`src/rtl/code_compare_engine_if.sv`:
```
// rtl/code_compare_engine_if.sv - keypad/lock-controller signal bundle for the code compare engine
interface code_compare_engine_if;
  logic [3:0] digit;
  logic       digit_valid;
  logic       read_input;
  logic [1:0] compareType;
  logic       start;
  logic       store;
  logic       validLength;
  logic       validLengthPC;
  logic       data_ready;
  logic       correct_input;
  logic       busy;
  logic [3:0] entry_count;

  modport master (
    output digit, digit_valid, read_input, compareType, start, store,
    input  validLength, validLengthPC, data_ready, correct_input, busy, entry_count
  );

  modport slave (
    input  digit, digit_valid, read_input, compareType, start, store,
    output validLength, validLengthPC, data_ready, correct_input, busy, entry_count
  );
endinterface

```
`src/rtl/code_compare_engine.sv`:
```
// rtl/code_compare_engine.sv - keypad entry buffer with constant-time serial code compare,
// candidate copy and user-code commit for the digital lock
module code_compare_engine #(
  parameter int                      MAX_DIGITS     = 8,
  parameter int                      MIN_UC         = 4,
  parameter int                      PC_LEN         = 4,
  parameter logic [4*MAX_DIGITS-1:0] PC_VALUE       = 16'h4321,
  parameter logic [4*MAX_DIGITS-1:0] UC_DEFAULT     = 32'h0000_6543,
  parameter int                      UC_DEFAULT_LEN = 4
) (
  input logic                  hwclk,
  input logic                  reset,
  code_compare_engine_if.slave bus
);
  localparam int         IW     = $clog2(MAX_DIGITS);
  localparam logic [3:0] MAX_C  = 4'(MAX_DIGITS);
  localparam logic [3:0] MIN_C  = 4'(MIN_UC);
  localparam logic [3:0] PCL_C  = 4'(PC_LEN);
  localparam logic [3:0] UCL_C  = 4'(UC_DEFAULT_LEN);
  localparam logic [IW-1:0] LAST_IDX = IW'(MAX_DIGITS - 1);

  typedef enum logic [1:0] {IDLE, CMP, COPY, COMMIT} state_t;

  state_t        state_q, state_d;
  logic [3:0]    entry_q [MAX_DIGITS];
  logic [3:0]    cand_q  [MAX_DIGITS];
  logic [3:0]    uc_q    [MAX_DIGITS];
  logic [3:0]    count_q, cand_len_q, uc_len_q;
  logic          ovf_q;
  logic [IW-1:0] idx_q;
  logic [1:0]    ref_sel_q;
  logic          mismatch_q, vl_start_q;
  logic          data_ready_q, correct_q;
  logic          read_q, store_q;

  logic       read_rise, store_rise, last;
  logic       go_op, done, abort, capture;
  logic [3:0] ref_digit, ref_len;
  logic       slot_mis, cmp_result, valid_len;

  assign read_rise  = bus.read_input & ~read_q;
  assign store_rise = bus.store & ~store_q;
  assign last       = (idx_q == LAST_IDX);
  assign valid_len  = (count_q >= MIN_C) && (count_q <= MAX_C) && !ovf_q;

  always_comb begin
    state_d = state_q;
    go_op   = 1'b0;
    done    = 1'b0;
    abort   = 1'b0;
    case (state_q)
      IDLE: begin
        if (store_rise) begin
          state_d = COMMIT;
        end else if (bus.start && !read_rise) begin
          go_op   = 1'b1;
          state_d = (bus.compareType == 2'b11) ? COPY : CMP;
        end
      end
      CMP, COPY: begin
        if (read_rise) begin
          abort   = 1'b1;
          state_d = IDLE;
        end else if (last) begin
          done    = 1'b1;
          state_d = IDLE;
        end
      end
      COMMIT: begin
        if (last) begin
          done    = 1'b1;
          state_d = IDLE;
        end
      end
      default: state_d = IDLE;
    endcase
  end

  // Reference selection follows compareType latched at start: PC, user code, candidate.
  always_comb begin
    ref_digit = cand_q[idx_q];
    ref_len   = cand_len_q;
    case (ref_sel_q)
      2'b00: begin
        ref_digit = PC_VALUE[{idx_q, 2'b00} +: 4];
        ref_len   = PCL_C;
      end
      2'b01: begin
        ref_digit = uc_q[idx_q];
        ref_len   = uc_len_q;
      end
      default: ;
    endcase
  end

  assign slot_mis   = (4'(idx_q) < ref_len) && (entry_q[idx_q] != ref_digit);
  assign cmp_result = (count_q == ref_len) && !ovf_q && !(mismatch_q | slot_mis);
  assign capture    = (state_q == IDLE) && (state_d == IDLE) && bus.read_input &&
                      !read_rise && bus.digit_valid && (bus.digit <= 4'd6);

  always_ff @(posedge hwclk or posedge reset) begin
    if (reset) begin
      state_q      <= IDLE;
      count_q      <= '0;
      ovf_q        <= 1'b0;
      cand_len_q   <= '0;
      uc_len_q     <= UCL_C;
      idx_q        <= '0;
      ref_sel_q    <= '0;
      mismatch_q   <= 1'b0;
      vl_start_q   <= 1'b0;
      data_ready_q <= 1'b0;
      correct_q    <= 1'b0;
      read_q       <= 1'b0;
      store_q      <= 1'b0;
      for (int i = 0; i < MAX_DIGITS; i++) begin
        entry_q[i] <= '0;
        cand_q[i]  <= '0;
        uc_q[i]    <= UC_DEFAULT[4*i +: 4];
      end
    end else begin
      read_q  <= bus.read_input;
      store_q <= bus.store;
      state_q <= state_d;
      idx_q   <= (state_q != IDLE && state_d == state_q) ? idx_q + 1'b1 : '0;

      if (go_op) begin
        ref_sel_q    <= bus.compareType;
        mismatch_q   <= 1'b0;
        vl_start_q   <= valid_len;
        data_ready_q <= 1'b0;
        correct_q    <= 1'b0;
      end

      // The walk never exits early, so a compare always takes MAX_DIGITS cycles.
      if (state_q == CMP && !abort)  mismatch_q    <= mismatch_q | slot_mis;
      if (state_q == COPY && !abort) cand_q[idx_q] <= entry_q[idx_q];
      if (state_q == COMMIT)         uc_q[idx_q]   <= cand_q[idx_q];

      if (done) begin
        if (state_q == COMMIT) begin
          uc_len_q <= cand_len_q;
        end else begin
          if (state_q == COPY) cand_len_q <= count_q;
          data_ready_q <= 1'b1;
          correct_q    <= (state_q == COPY) ? vl_start_q : cmp_result;
          count_q      <= '0;
          ovf_q        <= 1'b0;
        end
      end

      if (read_rise && state_q != COMMIT) begin
        count_q      <= '0;
        ovf_q        <= 1'b0;
        data_ready_q <= 1'b0;
        correct_q    <= 1'b0;
      end

      if (capture) begin
        if (count_q == MAX_C) begin
          ovf_q <= 1'b1;
        end else begin
          entry_q[count_q[IW-1:0]] <= bus.digit;
          count_q                  <= count_q + 4'd1;
        end
      end
    end
  end

  assign bus.validLength   = valid_len;
  assign bus.validLengthPC = (count_q == PCL_C) && !ovf_q;
  assign bus.data_ready    = data_ready_q;
  assign bus.correct_input = correct_q;
  assign bus.busy          = (state_q != IDLE);
  assign bus.entry_count   = count_q;
endmodule

```
`src/flat_wrapper.sv`:
```
// flat-port wrapper written by rule: the top's interface ports become plain ports
module code_compare_engine_flat 
#(
  parameter int                      MAX_DIGITS     = 8,
  parameter int                      MIN_UC         = 4,
  parameter int                      PC_LEN         = 4,
  parameter logic [4*MAX_DIGITS-1:0] PC_VALUE       = 16'h4321,
  parameter logic [4*MAX_DIGITS-1:0] UC_DEFAULT     = 32'h0000_6543,
  parameter int                      UC_DEFAULT_LEN = 4
)
  (hwclk, reset, bus_digit, bus_digit_valid, bus_read_input, bus_compareType, bus_start, bus_store, bus_validLength, bus_validLengthPC, bus_data_ready, bus_correct_input, bus_busy, bus_entry_count);
  code_compare_engine_if bus_i ();
  input logic hwclk;
  input logic reset;
  input wire logic [$bits(bus_i.digit)-1:0] bus_digit;
  input wire logic [$bits(bus_i.digit_valid)-1:0] bus_digit_valid;
  input wire logic [$bits(bus_i.read_input)-1:0] bus_read_input;
  input wire logic [$bits(bus_i.compareType)-1:0] bus_compareType;
  input wire logic [$bits(bus_i.start)-1:0] bus_start;
  input wire logic [$bits(bus_i.store)-1:0] bus_store;
  output wire logic [$bits(bus_i.validLength)-1:0] bus_validLength;
  output wire logic [$bits(bus_i.validLengthPC)-1:0] bus_validLengthPC;
  output wire logic [$bits(bus_i.data_ready)-1:0] bus_data_ready;
  output wire logic [$bits(bus_i.correct_input)-1:0] bus_correct_input;
  output wire logic [$bits(bus_i.busy)-1:0] bus_busy;
  output wire logic [$bits(bus_i.entry_count)-1:0] bus_entry_count;
  assign bus_i.digit = bus_digit;
  assign bus_i.digit_valid = bus_digit_valid;
  assign bus_i.read_input = bus_read_input;
  assign bus_i.compareType = bus_compareType;
  assign bus_i.start = bus_start;
  assign bus_i.store = bus_store;
  assign bus_validLength = bus_i.validLength;
  assign bus_validLengthPC = bus_i.validLengthPC;
  assign bus_data_ready = bus_i.data_ready;
  assign bus_correct_input = bus_i.correct_input;
  assign bus_busy = bus_i.busy;
  assign bus_entry_count = bus_i.entry_count;
  code_compare_engine #(.MAX_DIGITS(MAX_DIGITS), .MIN_UC(MIN_UC), .PC_LEN(PC_LEN), .PC_VALUE(PC_VALUE), .UC_DEFAULT(UC_DEFAULT), .UC_DEFAULT_LEN(UC_DEFAULT_LEN)) u_core (.hwclk(hwclk), .reset(reset), .bus(bus_i));
endmodule
```
`config.mk`:
```
export PLATFORM = sky130hd
export DESIGN_NAME = code_compare_engine_flat
export DESIGN_NICKNAME = d
export VERILOG_FILES = /design/src/rtl/code_compare_engine_if.sv /design/src/rtl/code_compare_engine.sv /design/src/flat_wrapper.sv
export SDC_FILE = /design/constraint.sdc
export NUM_CORES = 1
export LEC_CHECK = 0
export BUFFER_PORTS_ARGS = -buffer_cell sky130_fd_sc_hd__clkbuf_2
export CORE_MARGIN = 2
export CORE_UTILIZATION = 40
export DETAILED_ROUTE_END_ITERATION = 16
export PLACE_DENSITY_LB_ADDON = 0.3
export SYNTH_ARGS = -nofsm -noshare
export SYNTH_HDL_FRONTEND = slang
export SYNTH_SLANG_ARGS = --single-unit
```
`constraint.sdc`:
```
create_clock -name hwclk -period 4.9 [get_ports hwclk]
set_input_delay 0.98 -clock hwclk [delete_from_list [all_inputs] [get_ports hwclk]]
set_output_delay 0.98 -clock hwclk [all_outputs]
set_load 0.05 [all_outputs]
```
=== Yosys cells after proc, flatten, opt, wreduce, memory -nomap -nowiden ===
Index checks and enable logic that the tools add are counted.

* Reduce and logical (&&, ||, !) cells: 31
* Muxes and demuxes: 54
* Bitwise operators: 9
* Shift operators: 1
* $lt $le $gt $ge: 8
* Add/sub/neg operators: 2
* Equality and inequality tests: 12

{| class="wikitable"
|+ Operator list
! kind !! number
|-
| $bwmux 32 || 3
|-
| $mux 4 || 13
|-
| $bmux 4 s3 || 3
|-
| $shiftx 32x6->4 const A || 1
|-
| $demux 4 s3 || 2
|-
| $mux 1 || 23
|-
| $logic_and 1x1->1 || 18
|-
| $pmux 4 s2 || 2
|-
| $mux 2 || 5
|-
| $ge 4x4->1 const B || 2
|-
| $lt 4x1->1 const B || 2
|-
| $not 3->4 || 2
|-
| $eq 2x2->1 const B || 3
|-
| $logic_not 2->1 || 3
|-
| $pmux 2 s3 || 1
|-
| $add 4x1->4 const B || 1
|-
| $eq 2x1->1 const B || 2
|-
| $eq 4x3->1 const B || 1
|-
| $eq 4x4->1 || 1
|-
| $eq 4x4->1 const B || 1
|-
| $ge 4x3->1 const B || 1
|-
| $le 4x3->1 const B || 1
|-
| $le 4x4->1 const B || 1
|-
| $logic_not 1->1 || 4
|-
| other kinds (15) || 21
|}

* Word-level logic and storage cells: 154
* Output and inout bits: 9
* Input bits: 12
* Register bits: 122

=== Longest topological paths before layout ===
Gate-level depths: netlist (run 1).

* Word-level depth: 14
* Mapped depth: 10
* Mapped depth without buffers: 9

=== Worst setup path before layout (run 1) ===
OpenSTA, ideal clock, no wires.

* Path type: reg2out
* Start: register u_core.count_q[0], in the netlist u_core.bus.entry_count[0]
* End: output bus_validLengthPC
* Path buffers: 1
* Slack: 1.588 ns
* Cell stages (with the launch flop): 5
* Data arrival time: 2.332 ns
* Cells stage by stage: dfrtp_1 > clkbuf_1 > inv_1 > ha_1 > nor3b_1

* Cells in the longest elaborated chain, start to end: 2

{| class="wikitable"
|+ Ends and longest elaborated chain
! item !! line !! text
|-
| start, declared || code_compare_engine.sv:28 || <nowiki>logic [3:0] count_q, cand_len_q, uc_len_q;</nowiki>
|-
| start signal, assigned || code_compare_engine.sv:164 || <nowiki>count_q <= count_q + 4'd1;</nowiki>
|-
| $eq 4x3->1 || code_compare_engine.sv:171 || <nowiki>assign bus.validLengthPC = (count_q == PCL_C) && !ovf_q;</nowiki>
|-
| $logic_and 1x1->1 || code_compare_engine.sv:171 ||
|-
| end, declared || flat_wrapper.sv:22 || <nowiki>output wire logic [$bits(bus_i.validLengthPC)-1:0] bus_validLengthPC;</nowiki>
|}

Every way passes these cells.

=== Worst setup path in the final report (run 1) ===
* Start: register u_core.idx_q[2]
* End: register u_core.entry_q[22] (netlist bit)

* Cells in the longest elaborated chain, start to end: 11

{| class="wikitable"
|+ Ends and longest elaborated chain
! item !! line !! text
|-
| start, declared || code_compare_engine.sv:30 || <nowiki>logic [IW-1:0] idx_q;</nowiki>
|-
| start signal, assigned || code_compare_engine.sv:125 || <nowiki>idx_q <= (state_q != IDLE && state_d == state_q) ? idx_q + 1'b1 : '0;</nowiki>
|-
| $eq 3x3->1 * || code_compare_engine.sv:43 || <nowiki>assign last = (idx_q == LAST_IDX);</nowiki>
|-
| $mux 2 * || code_compare_engine.sv:64, code_compare_engine.sv:70 ||
|-
| $mux 2 || code_compare_engine.sv:61 || <nowiki>if (read_rise) begin</nowiki>
|-
| $pmux 2 s3 * || code_compare_engine.sv:51 || <nowiki>case (state_q)</nowiki>
|-
| $logic_not 2->1 * || code_compare_engine.sv:98 || <nowiki>assign capture = (state_q == IDLE) && (state_d == IDLE) && bus.read_input &&</nowiki>
|-
| $logic_and 1x1->1 * (3 in a row) || code_compare_engine.sv:98 ||
|-
| $logic_and 1x1->1 * (2 in a row) || code_compare_engine.sv:99 || <nowiki>!read_rise && bus.digit_valid && (bus.digit <= 4'd6);</nowiki>
|-
| $reduce_and 2->1 (no source line) * || n/a ||
|-
| end signal, assigned by index || code_compare_engine.sv:163 || <nowiki>entry_q[count_q[IW-1:0]] <= bus.digit;</nowiki>
|-
| end, declared || code_compare_engine.sv:25 || <nowiki>logic [3:0] entry_q [MAX_DIGITS];</nowiki>
|}

Mark *: on every way between the ends. The rest lies on a longest branch, timed or not.
A chain may end at the register's enable or synchronous reset.

==> results of run 1 <==
## how the worst max path moves through the flow
stage / cells past startpoint / to / slack, ns / start
after detailed placement: 8 / u_core.entry_q[22]$_DFFE_PP0P_ / 1.16 / bus_read_input
after floorplan: 1 / u_core.bus.correct_input$_DFF_PP0_ / 0.69 / reset
final: 7 / u_core.entry_q[22]$_DFFE_PP0P_ / 1.45 / u_core.idx_q[2]$_DFF_PP0_
after global placement: 8 / u_core.entry_q[21]$_DFFE_PP0P_ / 1.33 / bus_read_input
after global routing: 7 / u_core.entry_q[22]$_DFFE_PP0P_ / 1.20 / u_core.idx_q[2]$_DFF_PP0_
after CTS: 7 / u_core.entry_q[22]$_DFFE_PP0P_ / 1.48 / u_core.idx_q[2]$_DFF_PP0_
## cell families (layout without fill, tap and decap cells)
logic type	count (synthesis)	in the layout	synth area share (%)
AND/OR/NAND/NOR	147	147	13.30
flip-flops	122	122	50.39
multiplexers	101	101	18.73
AO/OA/AOI/OAI	100	100	10.64
buffers and inverters	36	71	3.170
adder cells (fa/ha/maj)	12	12	2.470
XOR/XNOR	9	9	1.297
## cell type report
class / count / share of cell area [%]
multi-input cells: 369 / 40.83
well taps: 188 / 3.402
clock inverters: 8 / 1.701
clock buffers: 23 / 6.913
inverters: 15 / 0.8505
flip-flops and latches: 122 / 44.32
repair buffers: 25 / 1.991
## flip-flops by register name, indices dropped and copies added (netlist names)
register,count
u_core.store_q,1
u_core.bus.entry_count,4
u_core.bus.correct_input,1
u_core.cand_q,32
u_core.mismatch_q,1
u_core.read_q,1
u_core.uc_len_q,4
u_core.cand_len_q,4
u_core.bus.data_ready,1
u_core.ovf_q,1
u_core.vl_start_q,1
u_core.uc_q,32
u_core.entry_q,32
u_core.state_q,2
u_core.ref_sel_q,2
u_core.idx_q,3
## synth_stat cells (2+ instances only)
master | n | area, µm²
buf_2 | 6 | 30.03
o21ai_0 | 43 | 215.2
nor4_1 | 2 | 12.51
o22ai_1 | 11 | 68.82
o2bb2ai_1 | 3 | 26.28
inv_1 | 14 | 52.55
a22oi_1 | 6 | 45.04
nor2_1 | 12 | 45.04
a221oi_2 | 2 | 30.03
nand4_1 | 7 | 43.79
dfrtp_1 | 114 | 2853
nor4_4 | 3 | 63.81
nor2b_1 | 11 | 68.82
a21oi_1 | 12 | 60.06
nand2b_1 | 7 | 43.79
ha_1 | 12 | 150.1
buf_6 | 3 | 33.78
nand3b_1 | 4 | 30.03
nor4_2 | 2 | 25.02
a22o_1 | 4 | 35.03
and2_1 | 7 | 43.79
nand2_1 | 53 | 198.9
a31oi_1 | 2 | 12.51
mux2_2 | 75 | 844.6
nand3_1 | 18 | 90.09
buf_4 | 3 | 22.52
a211oi_1 | 4 | 30.03
clkbuf_1 | 8 | 30.03
mux2i_1 | 22 | 220.2
o21a_1 | 2 | 15.01
nor3_1 | 5 | 25.02
dfstp_2 | 8 | 210.2
o221ai_1 | 3 | 26.28
xor2_1 | 6 | 52.55
nor3b_1 | 3 | 22.52
or2_2 | 2 | 12.51
and3_1 | 2 | 12.51
xnor2_1 | 3 | 26.28
## power by group
| part | total (mW) | leakage, nW | internal (mW) | switching (mW) |
|---|---|---|---|---|
| clock | 1.26 | 0.293 | 0.832 | 0.426 |
| sequential | 1.30 | 1.64 | 1.17 | 0.122 |
| combinational | 1.19 | 1.19 | 0.433 | 0.757 |
| total | 3.74 | 3.13 | 2.44 | 1.31 |
## worst register-to-register path, stage by stage (launching register included)
cell       delay [ns]
dfrtp_1          0.77
ha_1             0.32
or2_2            0.14
o2bb2ai_1        0.08
a22oi_1          0.35
nand4_1          0.67
nor4_2           0.61
mux2_2           0.40
## metal layers
layer	vias to the layer above	routed length, µm	global-route usage (%)
met2	91	6598	28.44
met4	0	246	7.304
met3	20	682	5.863
li1	1963	-	-
met1	2069	6542	25.20
met5	-	0	0
## placed cells by master, fill, tap and decap left out, types with 8 or more instances in the layout
cell and instances:
nand3_1 18, clkbuf_16 17, nor2_1 12, nand2_1 53, mux2i_1 22, dfstp_2 8, dfrtp_1 113, ha_1 12
clkbuf_2 20, a21oi_1 12, nor2b_1 11, o22ai_1 11, o21ai_0 43, inv_1 13, mux2_2 75
## metrics by stage
step	std cells	utilization, %	hold slack [ns]	cell area, µm²
floorplan	527	-	0.4425	6078
global placement	719	42.03	0.4596	6319
detailed placement	719	42.03	0.4698	6319
CTS	750	45.99	0.4813	6914
global route	750	45.99	0.5027	6914
finish	750	45.99	0.4734	6914
==> results.json, run 1 <==
{
  "status": "finished, final reports clean",
  "finalSetupViolCount": 0,
  "fin_tns_setup_ns": 0,
  "antenna_found_initial": 0,
  "cts.sinks": 122,
  "worstPathRequired_ns": 5.20,
  "grt_pass1_wl_mm": 23.05,
  "grt_start_max_net_pins": 57,
  "worstPathCellList": "ha_1 > or2_2 > o2bb2ai_1 > a22oi_1 > nand4_1 > nor4_2 > mux2_2",
  "leakage_nw": 3.126,
  "vdd_ir_drop_max_v": 0.0002516,
  "area_growth_syn_to_layout_pct": 13.75,
  "layout.nets": 574,
  "clockRootBuffer": "clkbuf_16",
  "cpMaxStageDelayCell": "dfrtp_1",
  "fin_ws_ns": 1.454,
  "diodes": 0,
  "cts_made_buffers": 17,
  "worst_pin_slew_ns": 0.8816,
  "relSlewSlack_pct": 41.23,
  "ys_seq_elements": 122,
  "async_reset_ff_share_pct": 100.0,
  "die_h_um": 127.3,
  "min_path_type": "register to register",
  "reg2reg_to": "u_core.entry_q[22]$_DFFE_PP0P_",
  "hold_viol": 0,
  "pre_cts_ws_ns": 1.158,
  "avgRoutedWirePerCell_um": 18.76,
  "clk_path_buf_depth": 2,
  "seq_area_um2": 3064,
  "post-route-drc-count": 0,
  "min_period_over_period_pct": 70.32,
  "synthFlopType": "dfrtp_1",
  "clk_pin_slew_worst_paths_ns": 0.05,
  "core_region_area_um2": 15030,
  "clk_latency_ns": 0.42,
  "worstRegToRegCells": 7,
  "grt_pass1_vias": 4240,
  "start_util_pct": 40.43,
  "ant_nets": 0,
  "yosysWarnings": 0,
  "vias": 4143,
  "synth_cell_types": 61,
  "die-area_um2": 16200,
  "postCtsSetupBuffers": 0,
  "first_pass_iters": 5,
  "grt_usage_pct": 18.75,
  "slew_viol_final": 0,
  "vias_per_cell": 5.524,
  "netlist_area_um2": 6078,
  "end_kind": "register",
  "cp_data_arrival_time_ns": 3.75,
  "hp-start": "u_core.uc_q[27]$_DFFE_PP0P_",
  "fmax_mhz": 290.2,
  "timing.rr.start": "u_core.idx_q[2]$_DFF_PP0_",
  "port_buffers": 20,
  "hold_end": "u_core.uc_q[27]$_DFFE_PP0P_",
  "finClkSkew_ns": 0.007719,
  "drive_gt1_share_pct": 27.94,
  "synthCells": 527,
  "chipWidth_um": 127.3,
  "synth-edff-count": 0,
  "critPathKind": "register to register",
  "cp_max_fo": 18,
  "grt.overflow.total": 0,
  "critical_path.max_stage_delay_ns": 0.77,
  "synth_nets": 551,
  "place.gp.congestion": 0.8296,
  "reg2reg_setup_slack_ns": 1.45,
  "cts_tree": "done",
  "h-tree-depth": 4,
  "num_rows": 45,
  "drv_cap": 0,
  "synth.avg_cell_area_um2": 11.53,
  "fillers": 1373,
  "crit_buf_inv": 0,
  "multi_input_area_um2": 2823,
  "wirelength_mm": 14.07,
  "cellPowerDensity_nw_per_um2": 541.5,
  "holdPathStages": 2,
  "yosysSeqAreaShare_pct": 50.39,
  "layout_min_cycle_time_ns": 3.446,
  "ctsResizeCount": 0,
  "power_mw": 3.744,
  "drt-initial-drc-count": 283,
  "dp_hpwl_mm": 9.764,
  "cts_hold_buffers": 0,
  "cp-start-kind": "register",
  "ios": 21,
  "path_delay_family": "simple AND/OR/NAND/NOR gates",
  "rsz0062_at_grt": "no"
}
Note: power is estimated with default switching activity, not from simulation.
==> run 2: changes to the inputs <==
==> constraint.sdc (replaced) <==
create_clock -name hwclk -period 3.6 [get_ports hwclk]
set_input_delay 0.72 -clock hwclk [delete_from_list [all_inputs] [get_ports hwclk]]
set_output_delay 0.72 -clock hwclk [all_outputs]
set_load 0.05 [all_outputs]
==> run 2 against run 1 <==
Global-route usage grew 0.83 points. Power grew 36%. Via count grew 2.9%. Largest power group unchanged.
==> results.json, run 2 (synthesis gave the netlist of run 1 again) <==
{
  "status": "finished, final reports clean",
  "finalSetupViolCount": 0,
  "place.gp.congestion": 0.8264,
  "cts.sinks": 122,
  "min_path_type": "input pin to async pin",
  "relSlewSlack_pct": 32.00,
  "cts_tree": "done",
  "clk_pin_slew_worst_paths_ns": 0.06,
  "reg.largest.list": "u_core.cand_q x32, u_core.entry_q x32, u_core.uc_q x32",
  "port_buffers": 20,
  "most-common-layout-cells": "113 x dfrtp_1, 75 x mux2_2, 53 x nand2_1, 43 x o21ai_0, 22 x mux2i_1",
  "worst_pin_slew_ns": 1.006,
  "ctsResizeCount": 0,
  "drive_gt1_share_pct": 28.67,
  "rsz0062_at_grt": "no",
  "vdd_ir_drop_max_v": 0.0005680,
  "grt_usage_pct": 19.58,
  "grt.overflow.total": 0,
  "critPathKind": "register to output pin",
  "multi_input_area_um2": 2823,
  "hold_viol": 0,
  "h-tree-depth": 4,
  "drt-initial-drc-count": 286,
  "cp_max_fo": 9,
  "die_h_um": 127.3,
  "seq_area_um2": 3064,
  "min_period_over_period_pct": 83.26,
  "cp_data_arrival_time_ns": 2.28,
  "end_kind": "output pin",
  "core_region_area_um2": 15030,
  "dp_hpwl_mm": 10.03,
  "grt_start_max_net_pins": 73,
  "cp-start-kind": "register",
  "crit_start": "u_core.bus.entry_count[1]$_DFF_PP0_",
  "pre_cts_ws_ns": 0.4862,
  "met2WireLength_mm": 7.043,
  "dr.max_layer_used": "met4",
  "vias_per_cell": 5.661,
  "layout_min_cycle_time_ns": 2.998,
  "vias": 4263,
  "avgRoutedWirePerCell_um": 19.71,
  "cts_hold_buffers": 0,
  "dr_wl_met3_um": 596,
  "postCtsSetupBuffers": 0,
  "wl_met1_mm": 6.909,
  "area_growth_syn_to_layout_pct": 14.33,
  "first_pass_iters": 5,
  "ant_nets": 0,
  "fin_tns_setup_ns": 0,
  "antenna_found_initial": 0,
  "diodes": 0,
  "cellPowerDensity_nw_per_um2": 732.0,
  "worstPathRequired_ns": 2.88,
  "clk_latency_ns": 0.42,
  "slew_viol_final": 0,
  "finClkSkew_ns": 0.008947,
  "clockRootBuffer": "clkbuf_16",
  "fin_ws_ns": 0.6025,
  "timing.rr.start": "u_core.idx_q[0]$_DFF_PP0_",
  "ios": 21,
  "fmax_mhz": 333.6,
  "final_common_cell": "dfrtp_1",
  "start_util_pct": 40.43,
  "die-area_um2": 16200,
  "layout.nets": 576,
  "grt_pass1_vias": 4430,
  "fillers": 1372,
  "leakage_nw": 3.131,
  "drv_cap": 0,
  "cts_made_buffers": 17,
  "post-route-drc-count": 0,
  "wirelength_mm": 14.84,
  "num_rows": 45,
  "grt_pass1_wl_mm": 24.36,
  "chipWidth_um": 127.3,
  "finalCoreUtilization_pct": 46.23,
  "clk_path_buf_depth": 2
}
[run 2: critical path: stages (launching register included)]
cell,delay [ns]
dfrtp_1,0.53
inv_1,0.36
ha_1,0.24
nand3_1,0.14
a21oi_1,0.26
clkbuf_2,0.32
[run 2: path summary, 6_finish.rpt]
path | end | slack [ns] | cells past startpoint
worst max-delay path | bus_validLength | 0.60 | 5
worst min-delay path | u_core.cand_q[30]$_DFFE_PP0P_ | 0.39 | 3
worst max register to register | u_core.bus.correct_input$_DFF_PP0_ | 0.61 | 7
worst min register to register | u_core.uc_q[27]$_DFFE_PP0P_ | 0.48 | 2
max in group asynchronous | u_core.uc_len_q[2]$_DFFE_PP1P_ | 2.81 | 3
min in group hwclk | u_core.store_q$_DFF_PP0_ | 0.44 | 1
[run 2: power breakdown]
group / internal [mW] / switching [mW] / total, mW
Combinational: 0.598 / 1.05 / 1.65
Sequential: 1.60 / 0.162 / 1.76
Clock: 1.04 / 0.637 / 1.68
Total: 3.23 / 1.85 / 5.09
[run 2: final cells by class]
cell class | count | area share (%)
flip-flops and latches | 122 | 44.09
multi-input cells | 369 | 40.62
clock buffers | 19 | 6.374
well taps | 188 | 3.385
repair buffers | 27 | 2.557
clock inverters | 13 | 2.107
inverters | 15 | 0.8642
[run 2: metal layers]
metal | GRT usage, % | vias to the layer above
li1 | - | 1974
met1 | 25.98 | 2160
met4 | 7.175 | 0
met3 | 5.151 | 23
met2 | 31.02 | 106
met5 | 0 | -
[run 2: through the flow]
stage | hold WS [ns] | area [µm²] | cells | power [mW]
floorplan | 0.4425 | 6082 | 527 | 2.979
global placement | 0.4599 | 6360 | 721 | 3.378
detailed placement | 0.4705 | 6360 | 721 | 3.416
CTS | 0.3996 | 6949 | 753 | 5.113
global route | 0.4092 | 6949 | 753 | 5.375
finish | 0.3910 | 6949 | 753 | 5.087
